### src/rtl/uart_tx_engine.sv
// UART transmitter: 4-entry byte FIFO feeding an 8N1/8E1/8O1/8N2 serializer paced by a 16x baud tick.
// Latency: a pop in cycle N drives the start bit (tx=0) and busy=1 from edge N+1; each bit lasts 16 baud ticks.
// Backpressure: full reflects the FIFO count; a push while full is dropped silently.
//
// Ports:
//   clk, rst                 single clock, asynchronous active-high reset
//   wr_en, data_in           push request (edge-detected) and the byte to push
//   baud_tick                one-clk pulse at 16x the baud rate
//   parity_en, parity_odd,   frame configuration, latched when a byte is popped
//   two_stop
//   tx                       registered serial output, idle high
//   full, empty, busy        FIFO status and "frame in progress"
//   tx_done                  one-clk pulse on the edge that ends the final stop bit
module uart_tx_engine #(
    parameter int DEPTH      = 4,
    parameter int ADDR_WIDTH = 2
) (
    input  logic       clk,
    input  logic       rst,
    input  logic       wr_en,
    input  logic [7:0] data_in,
    input  logic       baud_tick,
    input  logic       parity_en,
    input  logic       parity_odd,
    input  logic       two_stop,
    output logic       tx,
    output logic       full,
    output logic       empty,
    output logic       busy,
    output logic       tx_done
);

    localparam logic [2:0] IDLE   = 3'd0;
    localparam logic [2:0] START  = 3'd1;
    localparam logic [2:0] DATA   = 3'd2;
    localparam logic [2:0] PARITY = 3'd3;
    localparam logic [2:0] STOP1  = 3'd4;
    localparam logic [2:0] STOP2  = 3'd5;

    logic [7:0]            mem [DEPTH];
    logic [ADDR_WIDTH-1:0] wr_ptr;
    logic [ADDR_WIDTH-1:0] rd_ptr;
    logic [ADDR_WIDTH:0]   count;
    logic                  wr_en_d;
    logic                  push;
    logic                  pop;

    logic [2:0]            state;
    logic [2:0]            state_nxt;
    logic [3:0]            tick_cnt;
    logic [2:0]            bit_idx;
    logic [7:0]            shift_reg;
    logic [7:0]            shift_nxt;
    logic                  par_en_l;
    logic                  two_stop_l;
    logic                  par_bit;
    logic                  bit_end;
    logic                  last_stop;
    logic                  tx_nxt;

    assign full      = (count == (ADDR_WIDTH+1)'(DEPTH));
    assign empty     = (count == '0);
    assign busy      = (state != IDLE);
    assign push      = wr_en & ~wr_en_d & ~full;
    assign pop       = (state == IDLE) & ~empty;
    // A bit ends on the cycle the 16th baud tick of that bit is seen.
    assign bit_end   = busy & baud_tick & (tick_cnt == 4'd15);
    assign last_stop = bit_end & (((state == STOP1) & ~two_stop_l) | (state == STOP2));

    // FIFO bookkeeping; count only moves when exactly one of push/pop happens.
    always_ff @(posedge clk or posedge rst) begin
        if (rst) begin
            wr_en_d <= 1'b0;
            wr_ptr  <= '0;
            rd_ptr  <= '0;
            count   <= '0;
        end else begin
            wr_en_d <= wr_en;
            if (push) wr_ptr <= wr_ptr + ADDR_WIDTH'(1);
            if (pop)  rd_ptr <= rd_ptr + ADDR_WIDTH'(1);
            case ({push, pop})
                2'b10:   count <= count + (ADDR_WIDTH+1)'(1);
                2'b01:   count <= count - (ADDR_WIDTH+1)'(1);
                default: count <= count;
            endcase
        end
    end

    // Storage needs no reset: entries are only readable once pushed.
    always_ff @(posedge clk) begin
        if (push) mem[wr_ptr] <= data_in;
    end

    always_comb begin
        state_nxt = state;
        shift_nxt = shift_reg;
        case (state)
            IDLE: begin
                if (pop) begin
                    state_nxt = START;
                    shift_nxt = mem[rd_ptr];
                end
            end
            START: begin
                if (bit_end) state_nxt = DATA;
            end
            DATA: begin
                if (bit_end) begin
                    shift_nxt = {1'b0, shift_reg[7:1]};
                    if (bit_idx == 3'd7) state_nxt = par_en_l ? PARITY : STOP1;
                end
            end
            PARITY: begin
                if (bit_end) state_nxt = STOP1;
            end
            STOP1: begin
                if (bit_end) state_nxt = two_stop_l ? STOP2 : IDLE;
            end
            STOP2: begin
                if (bit_end) state_nxt = IDLE;
            end
            default: state_nxt = IDLE;
        endcase
    end

    // tx is registered, so it is derived from the state being entered.
    always_comb begin
        tx_nxt = 1'b1;
        case (state_nxt)
            START:   tx_nxt = 1'b0;
            DATA:    tx_nxt = shift_nxt[0];
            PARITY:  tx_nxt = par_bit;
            default: tx_nxt = 1'b1;
        endcase
    end

    always_ff @(posedge clk or posedge rst) begin
        if (rst) begin
            state      <= IDLE;
            shift_reg  <= '0;
            tick_cnt   <= '0;
            bit_idx    <= '0;
            par_en_l   <= 1'b0;
            two_stop_l <= 1'b0;
            par_bit    <= 1'b0;
            tx         <= 1'b1;
            tx_done    <= 1'b0;
        end else begin
            state     <= state_nxt;
            shift_reg <= shift_nxt;
            tx        <= tx_nxt;
            tx_done   <= last_stop;
            // tick_cnt wraps 15->0 exactly at each bit boundary, so it is
            // already clear on entry to every state after START.
            if (pop) begin
                tick_cnt <= '0;
            end else if (busy & baud_tick) begin
                tick_cnt <= tick_cnt + 4'd1;
            end
            if (pop) begin
                bit_idx <= '0;
            end else if ((state == DATA) & bit_end) begin
                bit_idx <= bit_idx + 3'd1;
            end
            // Frame configuration and parity are frozen for the whole frame.
            if (pop) begin
                par_en_l   <= parity_en;
                two_stop_l <= two_stop;
                par_bit    <= (^mem[rd_ptr]) ^ parity_odd;
            end
        end
    end

endmodule

### config.mk
export PLATFORM = sky130hd
export DESIGN_NAME = uart_tx_engine
export DESIGN_NICKNAME = d
export VERILOG_FILES = /design/src/rtl/uart_tx_engine.sv
export SDC_FILE = /design/constraint.sdc
export NUM_CORES = 1
export LEC_CHECK = 0
export CORE_MARGIN = 1
export CORE_UTILIZATION = 50
export DETAILED_ROUTE_END_ITERATION = 6
export PLACE_DENSITY_LB_ADDON = 0.3
export SYNTH_ARGS = -nofsm -noshare
export SYNTH_HDL_FRONTEND = slang
export SYNTH_SLANG_ARGS = --single-unit
### constraint.sdc
create_clock -name clk -period 2.88 [get_ports clk]
set_input_delay 0.576 -clock clk [delete_from_list [all_inputs] [get_ports clk]]
set_output_delay 0.576 -clock clk [all_outputs]
set_load 0.01 [all_outputs]
Word-level counts from Yosys, hierarchy flattened:

Memories as Yosys holds them, arrays and structs flattened.
Cells that the tools add are included.

* register bits after elaboration: 31
* RAM bits: 32
* word-level logic and storage cells: 80
* memories: 1

Memories
* mem: depth 4, bits a word 8, rd ports 1, clocked after memory_dff 0, wr ports 1, line 40 `logic [7:0] mem [DEPTH];`

* add/subtract/negate cells: 6
* equality and inequality tests: 15
* multiplexer cells: 21
* bitwise gates (word level): 14
* reduce and logical (&&, ||, !) cells: 9

Operator list (count)
* two-way mux 3 bit: 11
* one-hot mux 3 bit (6 select lines): 1
* two-way mux 8 bit: 2
* one-hot mux 8 bit (2 select lines): 1
* equality test 3 x 2 -> 1 bit (second input constant): 4
* equality test 3 bit (second input constant): 4
* bitwise AND 1 bit: 8
* two-way mux 4 bit: 2
* nonzero test 2 bit: 4
* parity 8 bit: 1
* adder 3 x 1 -> 3 bit (second input constant): 2
* equality test 3 x 1 -> 1 bit (second input constant): 2
* logical NOT 3 bit: 2
* one-hot mux 3 bit (2 select lines): 1
* adder 2 x 1 -> 2 bit (second input constant): 2
* adder 4 x 1 -> 4 bit (second input constant): 1
* equality test 4 bit (second input constant): 1
* inequality test 2 bit (second input constant): 2
* NOT 1 bit: 4
* one-hot mux 1 bit (3 select lines): 1
* AND reduction 3 bit: 1
* nonzero test 3 bit: 1
* subtractor 3 x 1 -> 3 bit (second input constant): 1
* equality test 2 x 1 -> 1 bit (second input constant): 1
* other kinds (4): 5

Longest topological paths before layout:

* depth after elaboration: 7
* mapped depth: 11
* mapped depth without buffers: 10

Worst setup path before layout:

OpenSTA, ideal clock, no wires.

* kind: register to register
* from: register state[0]
* to: register count[2]
* setup time: 0.079 ns
* data arrival time: 2.484 ns
* slack: 0.316 ns
* cell stages (with the launch flop): 12
* period minus slack after synthesis: 2.564 ns
* cells stage by stage: dfrtp_1 clkbuf_1 or3_1 nor2_1 buf_2 buf_2 ha_1 inv_1 fa_1 xor2_1 nor2_1 xor2_1

* cells in the longest elaborated chain, start to end: 4
* elaborated cells between the ends (all ways): 6
* those cells by class: eq/ne: 2; mux: 1; bitwise: 1; reduce/logical: 2

RTL lines
* start, declared: line 48 `logic [2:0] state;`
* start signal, assigned: line 149 `state <= state_nxt;`
* logical NOT 3 bit *: line 65 `assign pop = (state == IDLE) & ~empty;`
* bitwise AND 1 bit *: line 65
* equality test 2 x 1 -> 1 bit / equality test 2 bit (equally long branches): line 81 `case ({push, pop})`
* one-hot mux 3 bit (2 select lines) / nonzero test 2 bit (equally long branches)
* end signal, assigned: line 82 `2'b10: count <= count + (ADDR_WIDTH+1)'(1);`
* end signal, assigned: line 83 `2'b01: count <= count - (ADDR_WIDTH+1)'(1);`
* end signal, assigned: line 84 `default: count <= count;`
* end, declared: line 43 `logic [ADDR_WIDTH:0] count;`

Mark *: on every way between the ends. The rest lies on a longest branch, timed or not.
A chain may end at the register's enable or synchronous reset.

Final worst setup path:

* from: register count[2]
* to: output port empty

* cells in the longest elaborated chain, start to end: 1

RTL lines
* logical NOT 3 bit: line 62 `assign empty = (count == '0);`
* end, declared: line 28 `output logic empty,`

Every way passes these cells.

==> summary.md <==
| Metric | Value |
|---|---|
| Postcts setup bufs | `0` |
| Max reg flops | `32` |
| CP Depth | `2` |
| Syn Nets | `roughly 210` |
| WL per Instance | `15.9 µm` |
| CP Class | `register to output port` |
| Final count of hold timing violations | `0` |
| CP top delay family | `buffers and inverters` |
| Gpl congestion | `~0.8` |
| Clock slew at reported path FFs | `70 ps` |
| Final #Nets | `around 240` |
| Largest fanout on the critical path | `4` |
| # rows | `26` |
| # IOs | `20` |
| Die W | `around 76 µm` |
| Vias in the first global route | `1656` |
| Overall Power | `just under 3000 µW` |
| Clock root cell | `clkbuf_8` |
| Congestion Overflow GR | `0` |
| Setup Skew | `between 8 and 9 ps` |
| Slew Limit Fails | `0` |
| Layout cells sized above 1 | `0.144` |
| Via count | `1574` |
| TritonCTS clock tree | `built` |
| VDD IR-drop max | `between 0.4 and 0.5 mV` |
| Hold_buf cts | `0` |
| Sink Count | `63` |
| Drt total wl | `around 4.6 mm` |
| Flop2flop setup slack | `about 500 ps` |
| Worst Path Arrival | `around 1900 ps` |
| First-pass GRT wire length | `7.93 mm` |
| Outcome | `finished, final reports clean` |
| Mapped cell area | `approximately 0.0028 mm²` |
| Share of Yosys cell area claimed by the top area cell type | `0.348` |
| Max stage delay cell, worst path | `clkdlybuf4s50_1` |
| Max Clk Rate | `402 MHz` |
| Worst R2R Start | `rd_ptr[0]` |
| Largest net degree at the start of global routing | `32` |
| H-tree depth | `3` |
| Hold depth | `2` |
| Layer with the highest usage | `met2` |
| Post-synth EDFFs | `32` |
| Cts bufs inserted | `9` |
| Nature of the critical path startpoint | `register` |
| Fin Setup TNS | `0 ps` |
| Largest stage delay on the critical path | `approximately 650 ps` |
| Total die area | `between 0.005 and 0.006 mm²` |
| Number of cells upsized or downsized after cts | `0` |
| Clock Tree Buf Depth | `2` |
| Critical Path End Type | `output port` |
| Die H | `76.4 µm` |
| Final worst path period share | `0.864` |
| Reg-to-Reg End | `par_bit` |
| Most numerous cell in the Yosys netlist | `edfxtp_1` |
| Placeable core area | `0.00520 mm²` |
| Worst Path Buf+Inv | `1` |
| Worst-path cell chain | `nor3_1 -> clkdlybuf4s50_1` |
| Initial Util | `0.531` |
| Most frequent cells after synthesis | `edfxtp_1 (32), dfrtp_1 (30), nand2_1 (15)` |
| FF-to-FF path depth | `5` |
| Mapped Cells | `189` |
| Vias/cell | `roughly 5.4` |
| Final setup viols | `0` |
| Slew of the pin with the lowest slew margin | `582 ps` |
| Power per cell area | `896 mW/mm²` |
| IO Port Bufs | `19` |
| Layout Utilization | `0.619` |
| Area leader, netlist | `edfxtp_1` |
| Yosys warns | `0` |
| CP required | `2300 ps` |
| Main area contributors after synthesis | `edfxtp_1 (35%), dfrtp_1 (27%), mux4_1 (3.8%)` |
| Hold Path Sink | `shift_reg[1]` |
| ANT cells | `0` |
| Hold Path Origin | `shift_reg[1]` |
| Worst Hold Class | `register to register` |
| Async SR Flop Fraction | `0.492` |
| Detail Placement HPWL | `3.27 mm` |
| Main flop type after synthesis | `edfxtp_1` |
| Gr usage total | `0.183` |
| Met1 usage | `0.227` |
| DRC viols | `0` |
| Area growth from synthesis to layout | `16.5%` |
| Distinct cells, synth | `44` |
| DR iter-0 viols | `114` |
| RSZ-0062 raised after global routing | `false` |
| Rel. slew slack | `0.609` |
| Fillcell total | `398` |
| Post-route ant nets | `0` |
| Seq cells post-synth | `63` |
| Leak | `approximately 0.0013 µW` |
| Min cycle time layout | `2490 ps` |
| Synthesized area per cell | `between 10 and 15 µm²` |
| Drt pass-1 iters | `4` |
| Global-route track usage on met3 | `0.0467` |
| Met2 Track Usage GR | `0.292` |
| Max-Cap Viols | `0` |
| Initial antenna violation count | `0` |
| Sequential fraction of the synthesis area | `0.629` |
| Clk Latency, worst-skew pair | `roughly 340 ps` |
cell usage in the layout, fill, tap and decap left out, types with 2 or more instances in the layout:
master,count
a22o_1,2
a22oi_1,6
and2_1,6
buf_4,5
clkbuf_8,9
clkdlybuf4s50_1,19
clkinvlp_4,2
dfrtp_1,30
edfxtp_1,32
ha_1,8
inv_1,9
inv_6,3
mux2_2,4
mux2i_1,3
mux4_1,4
mux4_2,4
nand2_1,15
nand4_1,2
nor2_1,10
nor2b_1,2
nor3_1,3
nor3b_1,2
nor4_1,2
o21ai_0,5
xnor2_1,8
xor2_1,6
power breakdown:
group / leakage [µW] / internal [µW] / switching (µW)
Clock: 0.0000866 / 320 / 359
Combinational: 0.000520 / 476 / 375
Sequential: 0.000667 / 1170 / 189
Total: 0.00127 / 1960 / 924
through the flow:
step | hold WS (ps) | cells | setup WS [ps] | area [µm²]
floorplan | 446 | 189 | 316 | 2770
global placement | 459 | 276 | 540 | 3040
detailed placement | 462 | 276 | 485 | 3040
CTS | 479 | 292 | 355 | 3220
global route | 525 | 292 | 283 | 3220
finish | 479 | 292 | 392 | 3220
worst register-to-register path, cell delays in order (launching register included):
cell     delay (ps)
dfrtp_1         650
mux4_2          600
xnor2_1         220
xnor3_1         430
xnor2_1         130
mux2_2          260
cell type report:
cell class | instances | area (µm²) | share of cell area
multi-input combinational | 110 | 956 | 0.297
timing repair buffer | 24 | 228 | 0.0707
clock buffer | 9 | 124 | 0.0384
inverter | 9 | 33.8 | 0.0105
tap | 70 | 87.6 | 0.0272
sequential | 63 | 1740 | 0.539
clock inverter | 7 | 55.1 | 0.0171
worst max path at each step:
stage	slack [ps]	from	to
CTS	360	count[2]	empty
floorplan	320	state[0]	count[2]
global route	280	count[2]	empty
finish	390	count[2]	empty
detailed placement	490	rd_ptr[0]	par_bit
global placement	540	baud_tick	tx
cells by family after synthesis:
kind of cell	synth area share
multiplexers	0.0977
adder cells (fa/ha/maj)	0.0434
AND/OR/NAND/NOR	0.0914
buffers and inverters	0.0258
AO/OA/AOI/OAI	0.0548
XOR/XNOR	0.0584
flip-flops	0.629
layer usage:
metal	routed length, µm	up-vias
met1	2030	792
met2	2430	23
li1	-	753
met5	0	-
met3	137	6
met4	43	0
Power figures use the tool's default switching activity.
